===== config.mk =====
export PLATFORM = sky130hd
export DESIGN_NAME = ss_capture_flat
export DESIGN_NICKNAME = d
export VERILOG_FILES = /design/src/rtl/ss_pkg.sv /design/src/rtl/ss_capture_if.sv /design/src/rtl/ss_segment_decoder.sv /design/src/rtl/ss_capture.sv /design/src/flat_wrapper.sv
export SDC_FILE = /design/constraint.sdc
export NUM_CORES = 1
export LEC_CHECK = 0
export BUFFER_PORTS_ARGS = -buffer_cell sky130_fd_sc_hd__clkbuf_2
export CAP_MARGIN = 5
export CORE_MARGIN = 2
export CORE_UTILIZATION = 55
export CTS_CLUSTER_SIZE = 16
export DETAILED_ROUTE_END_ITERATION = 10
export PLACE_DENSITY = 0.73
export SETUP_SLACK_MARGIN = 0.15
export SLEW_MARGIN = 40
export SYNTH_ARGS = -nofsm -noshare
export SYNTH_HDL_FRONTEND = slang
export SYNTH_HIERARCHICAL = 1
export SYNTH_SLANG_ARGS = --single-unit
export TNS_END_PERCENT = 20

===== constraint.sdc =====
create_clock -name Clk -period 3 [get_ports Clk]
set_input_delay 0 -clock Clk [delete_from_list [all_inputs] [get_ports Clk]]
set_output_delay 0 -clock Clk [all_outputs]
set_load 0.005 [all_outputs]

===== src/rtl/ss_pkg.sv =====
// ss_pkg: shared constants and types for the seven-segment capture slice
package ss_pkg;
    localparam int STABLE_CYCLES_DEF = 16;
    typedef logic [1:0] digit_idx_t;
    typedef enum logic [1:0] {SMP_IDLE, SMP_BLANK, SMP_LIT} sample_t;
    localparam logic [6:0] SEG_0 = 7'h3F;
    localparam logic [6:0] SEG_1 = 7'h06;
    localparam logic [6:0] SEG_2 = 7'h5B;
    localparam logic [6:0] SEG_3 = 7'h4F;
    localparam logic [6:0] SEG_4 = 7'h66;
    localparam logic [6:0] SEG_5 = 7'h6D;
    localparam logic [6:0] SEG_6 = 7'h7D;
    localparam logic [6:0] SEG_7 = 7'h07;
    localparam logic [6:0] SEG_8 = 7'h7F;
    localparam logic [6:0] SEG_9 = 7'h6F;
    // raw active-low pin value with every segment dark
    localparam logic [6:0] SEG_BLANK = 7'h7F;
    function automatic digit_idx_t onehot_idx(logic [3:0] en);
        return en[3] ? 2'd3 : en[2] ? 2'd2 : en[1] ? 2'd1 : 2'd0;
    endfunction
endpackage


===== src/rtl/ss_capture_if.sv =====
// ss_capture_if: multiplexed seven-segment bus plus recovered-digit outputs
interface ss_capture_if #(parameter int WINDOW_LOG2 = 20);
    logic [3:0]           SegmentDrivers;
    logic [7:0]           SevenSegment;
    logic [3:0]           BCD3, BCD2, BCD1, BCD0;
    logic [3:0]           DigitValid;
    logic                 FrameValid;
    logic                 PatternError;
    logic [WINDOW_LOG2:0] DutyCount;
    modport master (
        output SegmentDrivers, SevenSegment,
        input  BCD3, BCD2, BCD1, BCD0, DigitValid, FrameValid, PatternError, DutyCount
    );
    modport slave (
        input  SegmentDrivers, SevenSegment,
        output BCD3, BCD2, BCD1, BCD0, DigitValid, FrameValid, PatternError, DutyCount
    );
endinterface


===== src/rtl/ss_segment_decoder.sv =====
// ss_segment_decoder: active-high gfedcba pattern to {legal, bcd}
module ss_segment_decoder
    import ss_pkg::*;
(
    input  logic [6:0] pattern,
    output logic       legal,
    output logic [3:0] bcd
);
    assign {legal, bcd} = pattern == SEG_0 ? 5'h10 :
                          pattern == SEG_1 ? 5'h11 :
                          pattern == SEG_2 ? 5'h12 :
                          pattern == SEG_3 ? 5'h13 :
                          pattern == SEG_4 ? 5'h14 :
                          pattern == SEG_5 ? 5'h15 :
                          pattern == SEG_6 ? 5'h16 :
                          pattern == SEG_7 ? 5'h17 :
                          pattern == SEG_8 ? 5'h18 :
                          pattern == SEG_9 ? 5'h19 : 5'h00;
endmodule


===== src/rtl/ss_capture.sv =====
// ss_capture: recovers stable BCD digits and duty cycle from the display bus
module ss_capture
    import ss_pkg::*;
#(
    parameter int STABLE_CYCLES = STABLE_CYCLES_DEF,
    parameter int WINDOW_LOG2   = 20
) (
    input  logic         Clk,
    input  logic         Reset,
    ss_capture_if.slave  bus
);
    localparam int CW = $clog2(STABLE_CYCLES + 1);
    localparam int DW = WINDOW_LOG2 + 1;

    logic [3:0]             drv_q;
    logic [6:0]             seg_q;
    logic [3:0]             en;
    logic                   onehot;
    sample_t                smp;
    digit_idx_t             idx, last_idx;
    logic [6:0]             last_pat;
    logic                   same, accept, legal, frame;
    logic [CW-1:0]          cnt, cnt_n;
    logic [3:0]             dec_bcd, hit, mask, mask_n, dv;
    logic [3:0][3:0]        bcd_r;
    logic                   fv, pe;
    logic [WINDOW_LOG2-1:0] win;
    logic [DW-1:0]          lit_cnt, duty;

    assign en     = ~drv_q;
    assign onehot = en != 4'd0 && (en & (en - 4'd1)) == 4'd0;
    assign smp    = !onehot ? SMP_IDLE : seg_q == SEG_BLANK ? SMP_BLANK : SMP_LIT;
    assign idx    = onehot_idx(en);
    assign same   = idx == last_idx && seg_q == last_pat;

    // blank samples hold the count so PWM dimming cannot break a run
    always_comb begin
        cnt_n  = smp == SMP_IDLE ? '0 :
                 smp == SMP_BLANK ? cnt :
                 !same ? CW'(1) :
                 cnt == CW'(STABLE_CYCLES) ? cnt : cnt + 1'b1;
        accept = smp == SMP_LIT && same && cnt == CW'(STABLE_CYCLES - 1);
        hit    = accept && legal ? 4'b1 << idx : 4'b0;
        mask_n = mask | hit;
        frame  = mask_n == 4'hF;
    end

    ss_segment_decoder u_dec (.pattern(~seg_q), .legal(legal), .bcd(dec_bcd));

    always_ff @(posedge Clk) begin
        if (Reset) begin
            drv_q    <= '1;
            seg_q    <= '1;
            cnt      <= '0;
            last_idx <= '0;
            last_pat <= '0;
            mask     <= '0;
            dv       <= '0;
            bcd_r    <= '0;
            fv       <= 1'b0;
            pe       <= 1'b0;
            win      <= '0;
            lit_cnt  <= '0;
            duty     <= '0;
        end else begin
            drv_q <= bus.SegmentDrivers;
            seg_q <= bus.SevenSegment[6:0];
            cnt   <= cnt_n;
            if (smp == SMP_LIT && !same) begin
                last_idx <= idx;
                last_pat <= seg_q;
            end
            mask <= frame ? 4'h0 : mask_n;
            fv   <= frame;
            pe   <= accept && !legal;
            if (accept) begin
                dv[idx] <= legal;
                if (legal) bcd_r[idx] <= dec_bcd;
            end
            win <= win + 1'b1;
            if (&win) begin
                duty    <= lit_cnt + DW'(smp == SMP_LIT);
                lit_cnt <= '0;
            end else begin
                lit_cnt <= lit_cnt + DW'(smp == SMP_LIT);
            end
        end
    end

    assign bus.BCD0         = bcd_r[0];
    assign bus.BCD1         = bcd_r[1];
    assign bus.BCD2         = bcd_r[2];
    assign bus.BCD3         = bcd_r[3];
    assign bus.DigitValid   = dv;
    assign bus.FrameValid   = fv;
    assign bus.PatternError = pe;
    assign bus.DutyCount    = duty;
endmodule

===== src/flat_wrapper.sv =====
// flat-port wrapper written by rule: the top's interface ports become plain ports
module ss_capture_flat import ss_pkg::*;
#(
    parameter int STABLE_CYCLES = STABLE_CYCLES_DEF,
    parameter int WINDOW_LOG2   = 20
)
  (Clk, Reset, bus_SegmentDrivers, bus_SevenSegment, bus_BCD3, bus_BCD2, bus_BCD1, bus_BCD0, bus_DigitValid, bus_FrameValid, bus_PatternError, bus_DutyCount);
  ss_capture_if #(.WINDOW_LOG2(WINDOW_LOG2)) bus_i ();
  input  logic Clk;
  input  logic Reset;
  input wire logic [$bits(bus_i.SegmentDrivers)-1:0] bus_SegmentDrivers;
  input wire logic [$bits(bus_i.SevenSegment)-1:0] bus_SevenSegment;
  output wire logic [$bits(bus_i.BCD3)-1:0] bus_BCD3;
  output wire logic [$bits(bus_i.BCD2)-1:0] bus_BCD2;
  output wire logic [$bits(bus_i.BCD1)-1:0] bus_BCD1;
  output wire logic [$bits(bus_i.BCD0)-1:0] bus_BCD0;
  output wire logic [$bits(bus_i.DigitValid)-1:0] bus_DigitValid;
  output wire logic [$bits(bus_i.FrameValid)-1:0] bus_FrameValid;
  output wire logic [$bits(bus_i.PatternError)-1:0] bus_PatternError;
  output wire logic [$bits(bus_i.DutyCount)-1:0] bus_DutyCount;
  assign bus_i.SegmentDrivers = bus_SegmentDrivers;
  assign bus_i.SevenSegment = bus_SevenSegment;
  assign bus_BCD3 = bus_i.BCD3;
  assign bus_BCD2 = bus_i.BCD2;
  assign bus_BCD1 = bus_i.BCD1;
  assign bus_BCD0 = bus_i.BCD0;
  assign bus_DigitValid = bus_i.DigitValid;
  assign bus_FrameValid = bus_i.FrameValid;
  assign bus_PatternError = bus_i.PatternError;
  assign bus_DutyCount = bus_i.DutyCount;
  ss_capture #(.STABLE_CYCLES(STABLE_CYCLES), .WINDOW_LOG2(WINDOW_LOG2)) u_core (.Clk(Clk), .Reset(Reset), .bus(bus_i));
endmodule

---- Yosys cells after proc, flatten, opt, wreduce, memory -nomap -nowiden ----
Cells that the tools add are included.
word-level totals
  register bits after elaboration ......... 113
  latch bits .............................. 0
  memory bits (writable) .................. 0
  memory bits (read-only) ................. 0
  input port bits ......................... 14
  output and inout port bits .............. 43
  word-level logic and storage cells ...... 90
  memories kept ........................... 0
cells by class
  add/sub/neg operators ................... 4
  $mul .................................... 0
  divide/modulo/power cells ............... 0
  magnitude comparators ................... 2
  equality and inequality tests ........... 19
  shift-type cells ........................ 1
  mux-type cells .......................... 24
  bitwise logic cells ..................... 5
  reductions and logical operators ........ 19
operators by type and width
  kind                                                             count
  5-bit two-way mux                                                12
  7-bit == test, second input constant                             8
  21-bit by 1-bit adder with 21-bit output                         1
  20-bit by 1-bit adder with 20-bit output, second input constant  1
  20-bit AND reduction                                             1
  16-bit bitwise mux                                               1
  7-bit by 3-bit == test with 1-bit output, second input constant  2
  4-bit demux with 2-bit select                                    1
  1-bit logical AND                                                8
  2-bit two-way mux                                                4
  4-bit two-way mux                                                2
  7-bit by 6-bit == test with 1-bit output, second input constant  1
  7-bit == test                                                    1
  7-bit inverter                                                   1
  2-bit OR reduction                                               3
  5-bit by 1-bit adder with 5-bit output, second input constant    1
  5-bit by 4-bit == test with 1-bit output, second input constant  1
  5-bit == test, second input constant                             1
  4-bit AND                                                        1
  4-bit bitwise mux                                                1
  4-bit == test, second input constant                             1
  4-bit zero test                                                  1
  4-bit inverter                                                   1
  4-bit OR                                                         1
  15 further kinds                                                 18

---- Logic depth before layout (Yosys ltp) ----
Gate-level depths: netlist (run 1).
  depth in word-level cells ............... 17
  depth in mapped cells ................... 13
  gate-level depth less buffers ........... 11

---- Modules after synthesis ----
Netlist (run 1), hierarchy kept.
by module, submodules not included
  module              instances  cells an instance  area an instance (µm²)  seq. area each (µm²)
  ss_capture          1          486                4534.3                  2262.2
  ss_segment_decoder  1          26                 181.4                   0.0

---- Worst setup path before layout (run 1) ----
Ideal clock, no wire load.
  path kind ............................... register to register
  from .................................... reg u_core.seg_q[5]
  to ...................................... reg u_core.mask[3]
  setup time .............................. 122 ps
  arrival time ............................ 2462 ps
  data required time ...................... 2878 ps
  setup slack ............................. 417 ps
  stages on the path, launching flop included .. 9
  path buffers ............................ 0
  period minus slack after synthesis ...... 2583 ps
  cell sequence ........................... dfxtp_1 -> inv_1 -> or3b_1 -> a311o_1 -> o311ai_1 -> nand2_1 -> nor4_4 -> nor2_2 -> o311a_1
between the ends
  longest elaborated chain between the ends .. 17
  elaborated cells on any way between the ends .. 34
  classes of those cells .................. eq/ne (14); mux (13); bitwise (2); reduce/logical (5)
RTL lines
  element                       RTL line                  text
  start: declaration            ss_capture.sv:16          logic [6:0] seg_q;
  start signal: assignment      ss_capture.sv:67          seg_q <= bus.SevenSegment[6:0];
  7-bit inverter (*)            ss_capture.sv:48          ss_segment_decoder u_dec (.pattern(~seg_q), .legal(legal), .bcd(dec_bcd));
  7-bit == test                 ss_segment_decoder.sv:18  pattern == SEG_9 ? 5'h19 : 5'h00;
  5-bit two-way mux             ss_segment_decoder.sv:18
  5-bit two-way mux             ss_segment_decoder.sv:17  pattern == SEG_8 ? 5'h18 :
  5-bit two-way mux             ss_segment_decoder.sv:16  pattern == SEG_7 ? 5'h17 :
  5-bit two-way mux             ss_segment_decoder.sv:15  pattern == SEG_6 ? 5'h16 :
  5-bit two-way mux             ss_segment_decoder.sv:14  pattern == SEG_5 ? 5'h15 :
  5-bit two-way mux             ss_segment_decoder.sv:13  pattern == SEG_4 ? 5'h14 :
  [2 not listed]                -
  5-bit two-way mux             ss_segment_decoder.sv:10  pattern == SEG_1 ? 5'h11 :
  5-bit two-way mux (*)         ss_segment_decoder.sv:9   assign {legal, bcd} = pattern == SEG_0 ? 5'h10 :
  named net u_core.legal        ss_capture.sv:22          logic same, accept, legal, frame;
  1-bit logical AND (*)         ss_capture.sv:43          hit = accept && legal ? 4'b1 << idx : 4'b0;
  4-bit two-way mux (*)         ss_capture.sv:43
  4-bit OR (*)                  ss_capture.sv:44          mask_n = mask | hit;
  4-bit == test                 ss_capture.sv:45          frame = mask_n == 4'hF;
  2-bit OR reduction (no line)  -
  end signal: assignment        ss_capture.sv:73          mask <= frame ? 4'h0 : mask_n;
  end: declaration              ss_capture.sv:24          logic [3:0] dec_bcd, hit, mask, mask_n, dv;
The timed path passes the listed nets; every way through them passes the cells marked *.
A chain may end at the register's enable or synchronous reset.

---- Worst setup path after layout (run 1) ----
Ends and elaborated chain as after synthesis.

==> results of run 1 <==
worst max path at each step:
stage	from	cells past startpoint	endpoint	slack (ns)
floorplan	u_core/seg_q[5]	8	u_core/mask[3]	0.42
global placement	u_core/seg_q[5]	9	u_core/mask[3]	0.33
detailed placement	u_core/seg_q[5]	9	u_core/mask[3]	0.27
CTS	u_core/seg_q[5]	9	u_core/mask[3]	0.23
global route	u_core/drv_q[2]	11	u_core/bus.DutyCount[20]	0.14
finish	u_core/seg_q[5]	9	u_core/mask[3]	0.30
where the power goes:
part	switching [mW]	total [mW]	internal (mW)
registers	0.0271	1.56	1.53
logic	0.104	0.179	0.0744
clock network	0.701	1.96	1.26
total	0.832	3.70	2.87
metrics by stage:
stage | worst slack [ns] | hold WS, ns
2_1_floorplan | 0.417 | 0.104
3_3_place_gp | 0.334 | 0.182
3_5_place_dp | 0.269 | 0.187
4_1_cts | 0.228 | 0.0840
5_1_grt | 0.144 | 0.140
6_report | 0.296 | 0.0943
sequential cells by signal (all words and copies together), names as in the netlist:
register	cells
u_core/bus.BCD0	4
u_core/bus.BCD1	4
u_core/bus.BCD2	4
u_core/bus.BCD3	4
u_core/bus.DigitValid	4
u_core/bus.DutyCount	21
u_core/bus.FrameValid	1
u_core/bus.PatternError	1
u_core/cnt	5
u_core/drv_q	4
u_core/last_idx	2
u_core/last_pat	7
u_core/lit_cnt	21
u_core/mask	4
u_core/seg_q	7
u_core/win	20
per-layer routing:
metal,part of all wire [%],global-route usage [%],vias to the layer above
met3,3.5,5.90,20
met1,47,28.1,1753
met4,2.0,9.39,0
met2,47,33.7,62
met5,0,0,-
li1,-,-,1907
repair_timing:
item	4_1_cts	5_1_grt
setup endpoints to repair	0	18
resized for setup	0	4
endpoints found under the hold margin	11	0
hold buffers	11	0
synthesized netlist by cell type (all sizes together), types with 2 or more instances:
| cell type | instances |
|---|---|
| or2 | 17 |
| nand3 | 21 |
| inv | 23 |
| xnor2 | 14 |
| nor4 | 10 |
| and4bb | 2 |
| and3 | 7 |
| or3 | 5 |
| a21oi | 24 |
| and4b | 3 |
| o311a | 2 |
| nor2 | 91 |
| o211ai | 2 |
| a311oi | 3 |
| nand3b | 2 |
| clkbuf | 16 |
| mux2i | 24 |
| nor2b | 2 |
| o21ai | 20 |
| nand2b | 5 |
| nand4 | 7 |
| ha | 6 |
| xor2 | 29 |
| dfxtp | 113 |
| o21bai | 3 |
| nor3 | 8 |
| a211oi | 13 |
| buf | 3 |
| o22a | 2 |
| nand2 | 25 |
worst max-delay path: stages (launching register included):
cell	delay, ns
dfxtp_1	0.40
inv_1	0.15
or3b_1	0.39
a311o_1	0.36
o311ai_1	0.15
nand2_2	0.25
nor4_4	0.26
buf_4	0.23
nor2_2	0.05
o311a_1	0.33
cell families (layout without fill, tap and decap cells):
group           count (synthesis)  count (layout)  share of synthesized area, %
simple gates                  210             210                          23.5
flops                         113             113                          48.0
compound gates                 74              74                          10.0
xor+xnor                       43              43                          7.99
buf+inv                        42             129                          3.82
mux                            24              24                          5.09
fa+ha+maj                       6               6                          1.59
layout make-up:
cell class	count	area [µm²]	area share [%]
multi-input combinational	357	2300	39.5
clock buffer	19	422	7.25
sequential	113	2260	38.9
tap	105	131	2.26
timing repair buffer	75	453	7.79
inverter	23	86.3	1.48
clock inverter	12	160	2.75
==> metrics.txt, run 1 <==
outcome=completed; # DRC=0; most frequent cells in the layout=dfxtp_1, nor2_1, clkbuf_2; critical path data required time=3.39 ns; Worst Setup Path Type=reg2reg; RSZ-0062 raised after global routing=true; initial core utilization=between 50 and 60%; Synth area leader=dfxtp_1; clk_skew=0.00842 ns; commonest non-fill, non-tap cell in the layout=dfxtp_1; router iterations before antenna repair=4; average routed wire per standard cell=13.6 µm; Top FF cell, synth=dfxtp_1; largest net degree at the start of global routing=48; CP arrival=3.10 ns; post-synth cell types=45; postcts setup bufs=0; Inst Count DP=662; post-layout util=70.4%; Critical R2R Capture=u_core/mask[3]; synthesis-stage register bit count=between 100 and 150; Design Area, Final=between 0.005 and 0.006 mm²; Max IR drop VDD=407 µV; R2R cell count=9; std cell rows=33; worst-skew pair later-pin latency=0.51 ns; headroom to the max-slew limit=approximately half; share of layout cells above drive strength 1=20.9%; via count=about 3700; f_max=370 MHz; DPL Wire Length=6400 µm; WL final=~9600 µm; Power Total=3.70 mW; Die ar.=0.00933 mm²; final setup vio count=0; vias in the first global route=3439; Fin Setup TNS=0 ns; Area Overhead vs Synth=23.3%; r2r startpoint=u_core/seg_q[5]; syn_area_per_cell=just over 9 µm²; Post-DP Area=slightly above 0.005 mm²; Yosys warnings=6; Fill cells=641; total CTS buffers=17; Worst setup SP type=flip-flop; die height=96.6 µm; CTS clk-pin slew, worst paths=around 0.05 ns; Yosys top cell area share=48.0%; top cells by area, synth=dfxtp_1, nor2_1, xor2_1; GPL Wtd Cong=0.864; Worst Hold End=u_core/win[11]; total of max-cap violations=0; total gr overflow=0; Post-synth EDFFs=0; Worst R2R Setup Slack=0.30 ns; Final Max Tran Viols=0; Synth Net Count=532; Final Instance Count excl. Fillers=slightly above 700; crit path time final=2.70 ns; IO buf count=55; vias per cell=5.32; post-route ant nets=0; TritonCTS clock tree=done; P_leak=about 2.3 nW; final hold vios=0; diode count=0; Period Utilization, post-route=90.1%; worst-path fanout max=9; initial drt markers=176; Core ar.=between 0.008 and 0.009 mm²; CTS Sinks=around 110; total track usage=21.6%; global-route wire length before repair=15500 µm; ys async rst share=0%; Worst Setup End Kind=flip-flop; hold path startpoint=Reset; measured slew at the worst slew-check pin=0.721 ns; mapped cell area=0.00472 mm²; HP Class=in2reg; Boundary Pins=57; Die W=96.6 µm; Worst Hold Depth=2; clk root buf=clkbuf_8; sequential-to-total area share from yosys stat=48.0%; Power Density=around 640 mW/mm²; H-tree Lvls=4; Mapped Cells=512; initial antenna violation count=0; CTS Buffer Depth=2; Layout Nets=607
(Power assumes the default switching activity.)
==> inputs of run 2 (changes only) <==
- SETUP_SLACK_MARGIN: 0.15 -> 0.5
==> run 2 against run 1 <==
Compared with the run above: sequential cell count unchanged; cell count rose by 0.99%; sequential share of layout area down 0.49 points; clock power is 4% lower; largest power group unchanged; combinational power increased by 5%; first-iteration DRC count fell by 19%; maximum frequency grew 8.7%; clock-buffer cell count is 1 lower; sequential power is essentially flat; final area increased by 1.7%; power shrank 1.8%; setup slack better by 0.22 ns.
==> metrics.txt, run 2 (synthesis results as in run 1) <==
total gr overflow=0 (unchanged); Die ar.=0.00933 mm² (unchanged); CTS Buffer Depth=2 (unchanged); hold path startpoint=Reset; final setup vio count=0 (unchanged); HP Class=in2reg; Layout Nets=614 (+1.2%); clk root buf=clkbuf_8; Worst Hold Depth=2 (unchanged); Worst R2R Setup Slack=0.51 ns (+0.22 ns); initial core utilization=57.1% (unchanged); CTS Sinks=113 (unchanged); initial drt markers=142 (-19%); CP arrival=2.87 ns (-0.23 ns); outcome=completed; critical path data required time=3.38 ns (about the same); RSZ-0062 raised after global routing=true; Critical R2R Capture=u_core/mask[3]; Period Utilization, post-route=82.9% (-7.2 points); DPL Wire Length=6720 µm (+5.0%); diode count=0 (unchanged); via count=3819 (+2.1%); Area Overhead vs Synth=25.4%; worst-skew pair later-pin latency=0.50 ns (about the same); # DRC=0 (unchanged); std cell rows=33 (unchanged); largest net degree at the start of global routing=41 (-15%); vias per cell=5.37 (+1.1%); most frequent cells in the layout=dfxtp_1, nor2_1, clkbuf_2; CTS clk-pin slew, worst paths=0.05 ns (about the same); worst-path fanout max=9 (unchanged); P_leak=2.36 nW (+1.1%); Worst setup SP type=flip-flop; f_max=402 MHz (+8.7%); measured slew at the worst slew-check pin=0.788 ns (+0.0676 ns); GPL Wtd Cong=0.826 (-4.4%); Core ar.=0.00826 mm² (unchanged); area of the multi-input gates=0.00234 mm² (+1.7%); Final Max Tran Viols=0 (unchanged); initial antenna violation count=0 (unchanged); register area=0.00227 mm² (+0.39%); headroom to the max-slew limit=47.4% (-4.4 points); r2r startpoint=u_core/seg_q[5]; Power Density=615 mW/mm² (-3.4%); total track usage=22.2% (+0.61 points); H-tree Lvls=4 (unchanged); hold slack=0.193 ns (+0.0987 ns); Fill cells=642 (+0.16%); worst-path cell chain=inv_2, or3b_1, a311o_1, o311ai_2, nand2_2, buf_4, nor4_4, buf_6, nor2_2, o311a_1; Boundary Pins=57 (unchanged); Inst Count DP=663 (+0.15%); Die W=96.6 µm (unchanged); IO buf count=55 (unchanged); TritonCTS clock tree=done; total CTS buffers=17 (unchanged); Crit path max-delay family=compound AO/OA/AOI/OAI gates; die height=96.6 µm (unchanged); Final Instance Count excl. Fillers=711 (+0.99%); CP max-delay cell=dfxtp_2; crit path time final=2.49 ns (-0.217 ns); Worst Setup End Kind=flip-flop; post-route ant nets=0 (unchanged); Fin Setup TNS=0 ns (unchanged); commonest non-fill, non-tap cell in the layout=dfxtp_1; clk_skew=0.0102 ns (+0.00178 ns); final hold vios=0 (unchanged); R2R cell count=10 (+1); Worst Path Buf+Inv=3 (+1); global-route wire length before repair=15800 µm (+2.3%); total of max-cap violations=0 (unchanged); Worst Hold End=u_core/last_pat[6]; router iterations before antenna repair=4 (unchanged); slowest cell delay on critical path=0.37 ns (-0.03 ns); average routed wire per standard cell=14.2 µm (+4.3%); WL final=10100 µm (+5.3%); Max IR drop VDD=422 µV (+3.8%); share of layout cells above drive strength 1=24.8% (+3.9 points); vias in the first global route=3429 (-0.29%); Worst Setup Path Type=reg2reg
run 2: how the worst max path moves through the flow:
stage | from | to | slack, ns | cells past startpoint
floorplan | u_core/seg_q[5] | u_core/mask[0] | 0.50 | 8
global placement | u_core/seg_q[1] | u_core/bus.DutyCount[18] | 0.35 | 12
detailed placement | u_core/seg_q[1] | u_core/bus.DutyCount[18] | 0.26 | 12
CTS | u_core/seg_q[6] | u_core/bus.BCD0[2] | 0.48 | 9
global route | u_core/seg_q[5] | u_core/mask[3] | 0.44 | 10
finish | u_core/seg_q[5] | u_core/mask[3] | 0.51 | 10
run 2: per-layer routing:
metal	wire (µm)	track usage (%)	vias to the layer above
li1	-	-	1923
met1	4500	27.7	1798
met2	5050	36.7	89
met3	437	5.82	9
met4	112	8.69	0
met5	0	0	-
run 2: repair_timing:
action,CTS,global route
gates resized for setup,5,15
hold buffers,11,0
buffers inserted,2,4
hold endpoints to repair,11,0
pin swaps,1,4
endpoints found under the setup margin,21,40
run 2: per-stage QoR:
| step | setup WS (ns) | area [µm²] | util [%] | power [mW] |
|---|---|---|---|---|
| 2_1_floorplan | 0.502 | 4720 | - | 1.72 |
| 5_1_grt | 0.442 | 5910 | 71.6 | 3.76 |
| 6_report | 0.513 | 5910 | 71.6 | 3.64 |
| 3_5_place_dp | 0.263 | 5120 | 62.0 | 1.76 |
| 3_3_place_gp | 0.350 | 5120 | 62.0 | 1.75 |
| 4_1_cts | 0.475 | 5830 | 70.6 | 3.66 |
run 2: layout make-up:
cell class                 count  share of cell area [%]
sequential                   113                    38.4
clock inverter                13                    2.37
inverter                      23                    1.50
multi-input combinational    357                    39.6
clock buffer                  18                    7.24
timing repair buffer          82                    8.68
tap                          105                    2.22
run 2: power breakdown:
part,internal (mW),total (mW),switching (mW)
combinational,0.0780,0.188,0.110
clock,1.20,1.89,0.691
sequential,1.53,1.56,0.0281
